==> src/rtl/burrito_ctrl.sv <==
// burrito_ctrl: four-state sequencer that fetches two register operands,
// runs them through an external ALU and writes the result back to the bank.
// One instruction every four cycles; illegal ops complete with an error flag.
//
//   state | meaning
//   IDLE  | waiting for an instruction, instr_ready high
//   READ  | bank read addresses driven, operands captured at the edge
//   EXEC  | ALU operands driven, ALU result captured at the edge
//   WRITE | bank write (unless illegal or protected r0), done pulse
module burrito_ctrl #(
  parameter int PROTECT_R0 = 1,
  parameter int COUNT_W    = 8
) (
  input  logic               clk,
  input  logic               rst,
  input  logic               instr_valid,
  output logic               instr_ready,
  input  logic [2:0]         instr_op,
  input  logic [4:0]         instr_rs,
  input  logic [4:0]         instr_rt,
  input  logic [4:0]         instr_rd,
  output logic [4:0]         rb_read_reg1,
  output logic [4:0]         rb_read_reg2,
  input  logic [31:0]        rb_read_data1,
  input  logic [31:0]        rb_read_data2,
  output logic [4:0]         rb_write_reg,
  output logic [31:0]        rb_write_data,
  output logic               rb_reg_write,
  output logic [31:0]        alu_a,
  output logic [31:0]        alu_b,
  output logic [2:0]         alu_sel,
  input  logic [31:0]        alu_out,
  output logic               done,
  output logic               error,
  output logic [31:0]        result,
  output logic               busy,
  output logic [COUNT_W-1:0] retired_count,
  output logic [COUNT_W-1:0] error_count
);

  typedef enum logic [1:0] {
    IDLE  = 2'd0,
    READ  = 2'd1,
    EXEC  = 2'd2,
    WRITE = 2'd3
  } state_t;

  state_t             state_q, state_d;
  logic [2:0]         op_q, op_d;
  logic [4:0]         rs_q, rs_d;
  logic [4:0]         rt_q, rt_d;
  logic [4:0]         rd_q, rd_d;
  logic [31:0]        opa_q, opa_d;
  logic [31:0]        opb_q, opb_d;
  logic [31:0]        res_q, res_d;
  logic [31:0]        result_q, result_d;
  logic [COUNT_W-1:0] retired_q, retired_d;
  logic [COUNT_W-1:0] errcnt_q, errcnt_d;

  logic op_legal;
  logic r0_blocked;

  assign op_legal   = (op_q <= 3'd5);
  assign r0_blocked = (PROTECT_R0 == 1) && (rd_q == 5'd0);

  // Next-state, operand/result capture and counter updates.
  // result and the counters move on the EXEC->WRITE edge so they already
  // show the completed instruction while done is high.
  always_comb begin
    state_d   = state_q;
    op_d      = op_q;
    rs_d      = rs_q;
    rt_d      = rt_q;
    rd_d      = rd_q;
    opa_d     = opa_q;
    opb_d     = opb_q;
    res_d     = res_q;
    result_d  = result_q;
    retired_d = retired_q;
    errcnt_d  = errcnt_q;
    case (state_q)
      IDLE: begin
        if (instr_valid) begin
          op_d    = instr_op;
          rs_d    = instr_rs;
          rt_d    = instr_rt;
          rd_d    = instr_rd;
          state_d = READ;
        end
      end
      READ: begin
        opa_d   = rb_read_data1;
        opb_d   = rb_read_data2;
        state_d = EXEC;
      end
      EXEC: begin
        res_d = alu_out;
        if (op_legal) begin
          result_d  = alu_out;
          retired_d = retired_q + COUNT_W'(1);
        end else begin
          errcnt_d = errcnt_q + COUNT_W'(1);
        end
        state_d = WRITE;
      end
      WRITE: begin
        state_d = IDLE;
      end
      default: begin
        state_d = IDLE;
      end
    endcase
  end

  // State and datapath registers; reset aborts any instruction in flight.
  always_ff @(posedge clk) begin
    if (rst) begin
      state_q   <= IDLE;
      op_q      <= '0;
      rs_q      <= '0;
      rt_q      <= '0;
      rd_q      <= '0;
      opa_q     <= '0;
      opb_q     <= '0;
      res_q     <= '0;
      result_q  <= '0;
      retired_q <= '0;
      errcnt_q  <= '0;
    end else begin
      state_q   <= state_d;
      op_q      <= op_d;
      rs_q      <= rs_d;
      rt_q      <= rt_d;
      rd_q      <= rd_d;
      opa_q     <= opa_d;
      opb_q     <= opb_d;
      res_q     <= res_d;
      result_q  <= result_d;
      retired_q <= retired_d;
      errcnt_q  <= errcnt_d;
    end
  end

  // Bank/ALU drive: addresses and selects are zero outside their own state.
  always_comb begin
    instr_ready   = (state_q == IDLE);
    busy          = (state_q != IDLE);
    rb_read_reg1  = 5'd0;
    rb_read_reg2  = 5'd0;
    alu_a         = 32'd0;
    alu_b         = 32'd0;
    alu_sel       = 3'd0;
    rb_write_reg  = 5'd0;
    rb_write_data = 32'd0;
    rb_reg_write  = 1'b0;
    done          = 1'b0;
    error         = 1'b0;
    case (state_q)
      READ: begin
        rb_read_reg1 = rs_q;
        rb_read_reg2 = rt_q;
      end
      EXEC: begin
        alu_a   = opa_q;
        alu_b   = opb_q;
        alu_sel = op_q;
      end
      WRITE: begin
        rb_write_reg  = rd_q;
        rb_write_data = res_q;
        rb_reg_write  = op_legal && !r0_blocked;
        done          = 1'b1;
        error         = !op_legal;
      end
      default: begin
      end
    endcase
  end

  assign result        = result_q;
  assign retired_count = retired_q;
  assign error_count   = errcnt_q;

endmodule

==> config.mk <==
export PLATFORM = sky130hd
export DESIGN_NAME = burrito_ctrl
export DESIGN_NICKNAME = d
export VERILOG_FILES = /design/src/rtl/burrito_ctrl.sv
export SDC_FILE = /design/constraint.sdc
export NUM_CORES = 1
export LEC_CHECK = 0
export ABC_AREA = 0
export CAP_MARGIN = 20
export CORE_UTILIZATION = 41
export CTS_BUF_LIST = sky130_fd_sc_hd__clkbuf_8
export DETAILED_ROUTE_END_ITERATION = 12
export GPL_TIMING_DRIVEN = 0
export MAX_ROUTING_LAYER = met4
export PLACE_DENSITY = 0.78
export SLEW_MARGIN = 20
export SYNTH_ARGS = -nofsm -noshare
export SYNTH_HDL_FRONTEND = slang
export SYNTH_SLANG_ARGS = --single-unit
export TNS_END_PERCENT = 10
==> constraint.sdc <==
create_clock -name clk -period 3.8 [get_ports clk]
set_input_delay 0.76 -clock clk [delete_from_list [all_inputs] [get_ports clk]]
set_output_delay 0.76 -clock clk [all_outputs]
set_load 0.05 [all_outputs]
---- Word-level counts from Yosys, hierarchy flattened ----
Index checks and enable logic that the tools add are counted.
W data, S select, Z words.
word-level totals
  word-level logic and storage cells ...... 40
  RAM bits ................................ 0
  output and inout port bits .............. 167
  flip-flop bits (word level) ............. 164
  memories ................................ 0
  latch bits .............................. 0
  ROM bits ................................ 0
cells by class
  reduce and logical (&&, ||, !) cells .... 9
  shift-type cells ........................ 0
  multiply operators ...................... 0
  bitwise operators ....................... 1
  add/sub/neg operators ................... 2
  divide/modulo/power cells ............... 0
  equality and inequality tests ........... 4
  multiplexer cells ....................... 12
  magnitude comparators ................... 1
operators with widths
  cell                   number
  $mux W32               3
  $add A8 B1 Y8 const B  2
  $mux W5                3
  $pmux W2 S4            1
  $reduce_and A2 Y1      3
  $logic_not A5 Y1       1
  $eq A2 B2 Y1 const B   2
  $le A3 B3 Y1 const B   1
  $mux W1                3
  $mux W3                1
  $eq A2 B1 Y1 const B   1
  $logic_not A1 Y1       2
  $logic_not A2 Y1       1
  $mux W2                1
  $ne A2 B2 Y1 const B   1
  $reduce_bool A2 Y1     1
  $logic_and A1 B1 Y1    1
  $not A1 Y1             1

---- Logic depth before layout (Yosys ltp) ----
  depth in word-level cells ............... 4
  mapped depth ............................ 7
  mapped depth without buffers ............ 5

---- Least setup slack after synthesis ----
OpenSTA, ideal clock, no wires.
  path kind ............................... flip-flop to output port
  start point ............................. register state_q[0]
  end point ............................... output rb_write_data[16]
  slack ................................... 1,256 ps
  data required time ...................... 3,040 ps
  path buffers ............................ 2
  data arrival time ....................... 1,784 ps
  stages on the path, launching flop included .. 5
  cells stage by stage .................... dfxtp_1 ha_1 clkbuf_1 clkbuf_1 and2_1
between the ends
  cells in the longest elaborated chain, start to end .. 2
RTL lines
  what                    line  source
  start, declared         48    state_t state_q, state_d;
  start signal, assigned  130   state_q <= state_d;
  $eq A2 B2 Y1            158   case (state_q)
  $mux W32                158
  end, declared           27    output logic [31:0] rb_write_data,
Every way passes these cells.

---- Worst setup path after layout ----
  start point ............................. register state_q[0]
  end point ............................... output alu_b[8]
between the ends
  cells in the longest elaborated chain, start to end .. 2
RTL lines
  what           line  source
  $eq A2 B2 Y1   158
  $mux W32       158
  end, declared  30    output logic [31:0] alu_b,
Every way passes these cells.

==> run_results.csv <==
group,metric,value,unit
status,status,"finished clean",
sta,worst_slew_pin_slew,0.664,ns
die,rows,46,
route,drt_iter0_markers,229,
critical_path,criticalPathCategory,"reg2out",
cells_and_area,area_growth,53.4,%
power,powerDensity,600,mW/mm²
logic_synthesis,synth.ff_latch_count,164,
grt,grt_usage,0.237,
logic_synthesis,synth_largest_area_cell,"dfxtp_1",
grt,grt_pass1_wl,29400,µm
power,p_leak,3.84,nW
logic_synthesis,syn_area_per_cell,8.85,µm²
cells_and_area,drive_above_1_share,0.0494,
critical_path,cp_data_arrival_time,2.82,ns
critical_path,endpoint_kind,"primary output",
critical_path,r2r_start,"state_q[0]",
cells_and_area,instances_no_fill,1288,
power,clkPwrFrac,0.240,
power,pwr-share-seq,0.363,
flow_run,cap_viol_max_count,0,
sta,drv_slew,0,
placed_design,gp_congestion,0.806,
grt,grt_max_degree,17,
cells_and_area,final_nets,1182,
grt,grt-ovfl-total,0,
cts,cts_sinks,164,
cts,cts_root_buf,"clkbuf_8",
critical_path,slowest_delay,0.81,ns
logic_synthesis,synth-edff-count,0,
critical_path,crit_slowest_cell,"clkdlybuf4s50_1",
logic_synthesis,yosysWarnings,0,
sta,finalCritPeriodShare,0.943,
route,totalWireLength,19400,µm
sta,slew-limit-headroom,0.557,
cells_and_area,n_antenna_cell,0,
die,initial_core_util,0.420,
logic_synthesis,synth_top_area_share,0.490,
die,die_y,130,µm
die,die_area,0.0169,mm²
min_path,min-delay-start,"rt_q[2]",
logic_synthesis,synthTopCellsByArea,"dfxtp_1, mux2i_1, and2_1",
route,vias_per_cell,4.71,
route,dr.pass1.iters,4,
grt,grt_pass1_vias,5694,
cts,postCtsHoldBufs,0,
logic_synthesis,synth_fp_nets,880,
logic_synthesis,syn_inst,757,
power,p_switching,2.31,mW
sta,fin_skew,0.00973,ns
placed_design,hpwlAfterDp,14500,µm
logic_synthesis,synth_most_common_cell,"dfxtp_1",
min_path,min_path_type,"reg2reg",
placed_design,numPortBuffers,283,
placed_design,place_inst,1256,
cts,h-tree-depth,4,
critical_path,critPathLaunch,"state_q[0]",
route,drtAntennaViolNets,0,
power,power.total,6.17,mW
logic_synthesis,synthesis.area,0.00670,mm²
power,peakVddDrop,0.308,mV
logic_synthesis,synth_common_cells,"dfxtp_1, and2_1, nand2_1",
sta,setup_viol,0,
critical_path,path_cells,"inv_1, ha_1, buf_2, clkbuf_1, and2_1, clkdlybuf4s50_1",
sta,hold_ws,0.453,ns
cts,cts_tree,"yes",
route,wl_per_cell,15.1,µm
cells_and_area,utilization,0.645,
cts,clk_path_buf_depth,2,
route,drc_errors,0,
logic_synthesis,async_flop_share,0,
logic_synthesis,ys_types,28,
cts,cts.clk_slew.worst_paths,0.08,ns
die,die_w,130,µm
logic_synthesis,synth_ff_type,"dfxtp_1",
route,num_vias,6069,
grt,antenna_found_initial,0,
critical_path,cp_data_required_time,3.04,ns
sta,tns,0,ns
die,core_area,0.0159,mm²
sta,rsz0062_at_grt,"no",
cts,cts_resized,2,
power,p_int,3.86,mW
sta,max_freq,279,MHz
sta,fin_crit,3.58,ns
cts,cts_buffers,17,
power,swShare,0.375,
cts,post_cts_buffers,0,
power,p_comb_frac,0.397,
logic_synthesis,yosysSeqAreaShare,0.490,
critical_path,critPathMaxFanout,10,
cts,clock_latency,0.45,ns
sta,finalHoldViolCount,0,
critical_path,start_kind,"register",
die,io_pins,284,
-- power groups by stage --
stage | combinational (mW) | clock, mW | sequential (mW)
floorplan | 1.48 | 0 | 2.49
global placement | 2.43 | 0 | 2.26
detailed placement | 2.46 | 0 | 2.28
CTS | 2.47 | 1.51 | 2.24
global route | 2.66 | 1.58 | 2.28
finish | 2.45 | 1.48 | 2.24
-- cell type report --
class / instances / area [µm²]
Buffer: 53 / 224
Inverter: 7 / 26.3
Timing Repair Buffer: 283 / 2830
Clock inverter: 12 / 200
Clock buffer: 20 / 275
Sequential cell: 164 / 3280
Tap cell: 216 / 270
Fill cell: 1410 / 5660
Multi-Input combinational cell: 533 / 3170
-- critical path, delay by kind of cell (launching register included) --
family	cells	cell delay (ns)
flip-flops	1	0.35
adder cells (fa/ha/maj)	1	0.25
buffers and inverters	4	1.55
AND/OR/NAND/NOR	1	0.22
-- cells in the final DEF (no fill, tap or decap), types with 3 or more instances in the layout --
cell and instances:
clkdlybuf4s50_1 283, o31ai_1 6, nand3_1 5, buf_2 19, inv_1 8, or4_1 6
clkbuf_1 29, o21ai_0 5, nand4_1 3, and2_1 115, or3_1 5, nor2_1 103
clkbuf_8 20, dfxtp_1 164, nand2_1 107, buf_1 4, mux2i_1 97, a21oi_1 62
bufinv_16 5, ha_1 6
-- registers in the layout, indices dropped and copies added (netlist names) --
signal and count:
opb_q 32, opa_q 32, state_q 2, error_count 8, rt_q 5, rd_q 5
result 32, op_q 3, retired_count 8, res_q 32, rs_q 5
-- stage by stage --
step,setup WS (ns),area (µm²)
global placement,0.490,9800
detailed placement,0.471,9800
floorplan,1.26,6700
CTS,0.142,10300
global route,0.0209,10300
finish,0.217,10300
-- path summary, 6_finish.rpt --
check,endpoint,slack [ns],cells past startpoint
worst max register to register,result[11],1.89,6
worst min register to register,rt_q[2],0.45,2
worst max-delay path,alu_b[8],0.22,6
worst min-delay path,rt_q[2],0.45,2
-- metal layers --
| layer | up-vias | GRT usage | wire (µm) |
|---|---|---|---|
| li1 | 3071 | - | - |
| met1 | 2777 | 0.277 | 8370 |
| met2 | 183 | 0.389 | 9340 |
| met3 | 38 | 0.0566 | 1150 |
| met4 | 0 | 0.105 | 566 |
| met5 | - | - | 0 |
-- kinds of logic after synthesis --
group,after synthesis,synth area share
buffers and inverters,60,0.0370
multiplexers,99,0.148
adder cells (fa/ha/maj),6,0.0112
AND/OR/NAND/NOR,349,0.249
flip-flops,164,0.490
AO/OA/AOI/OAI,77,0.0625
XOR/XNOR,2,0.00261
Power figures use the tool's default switching activity.
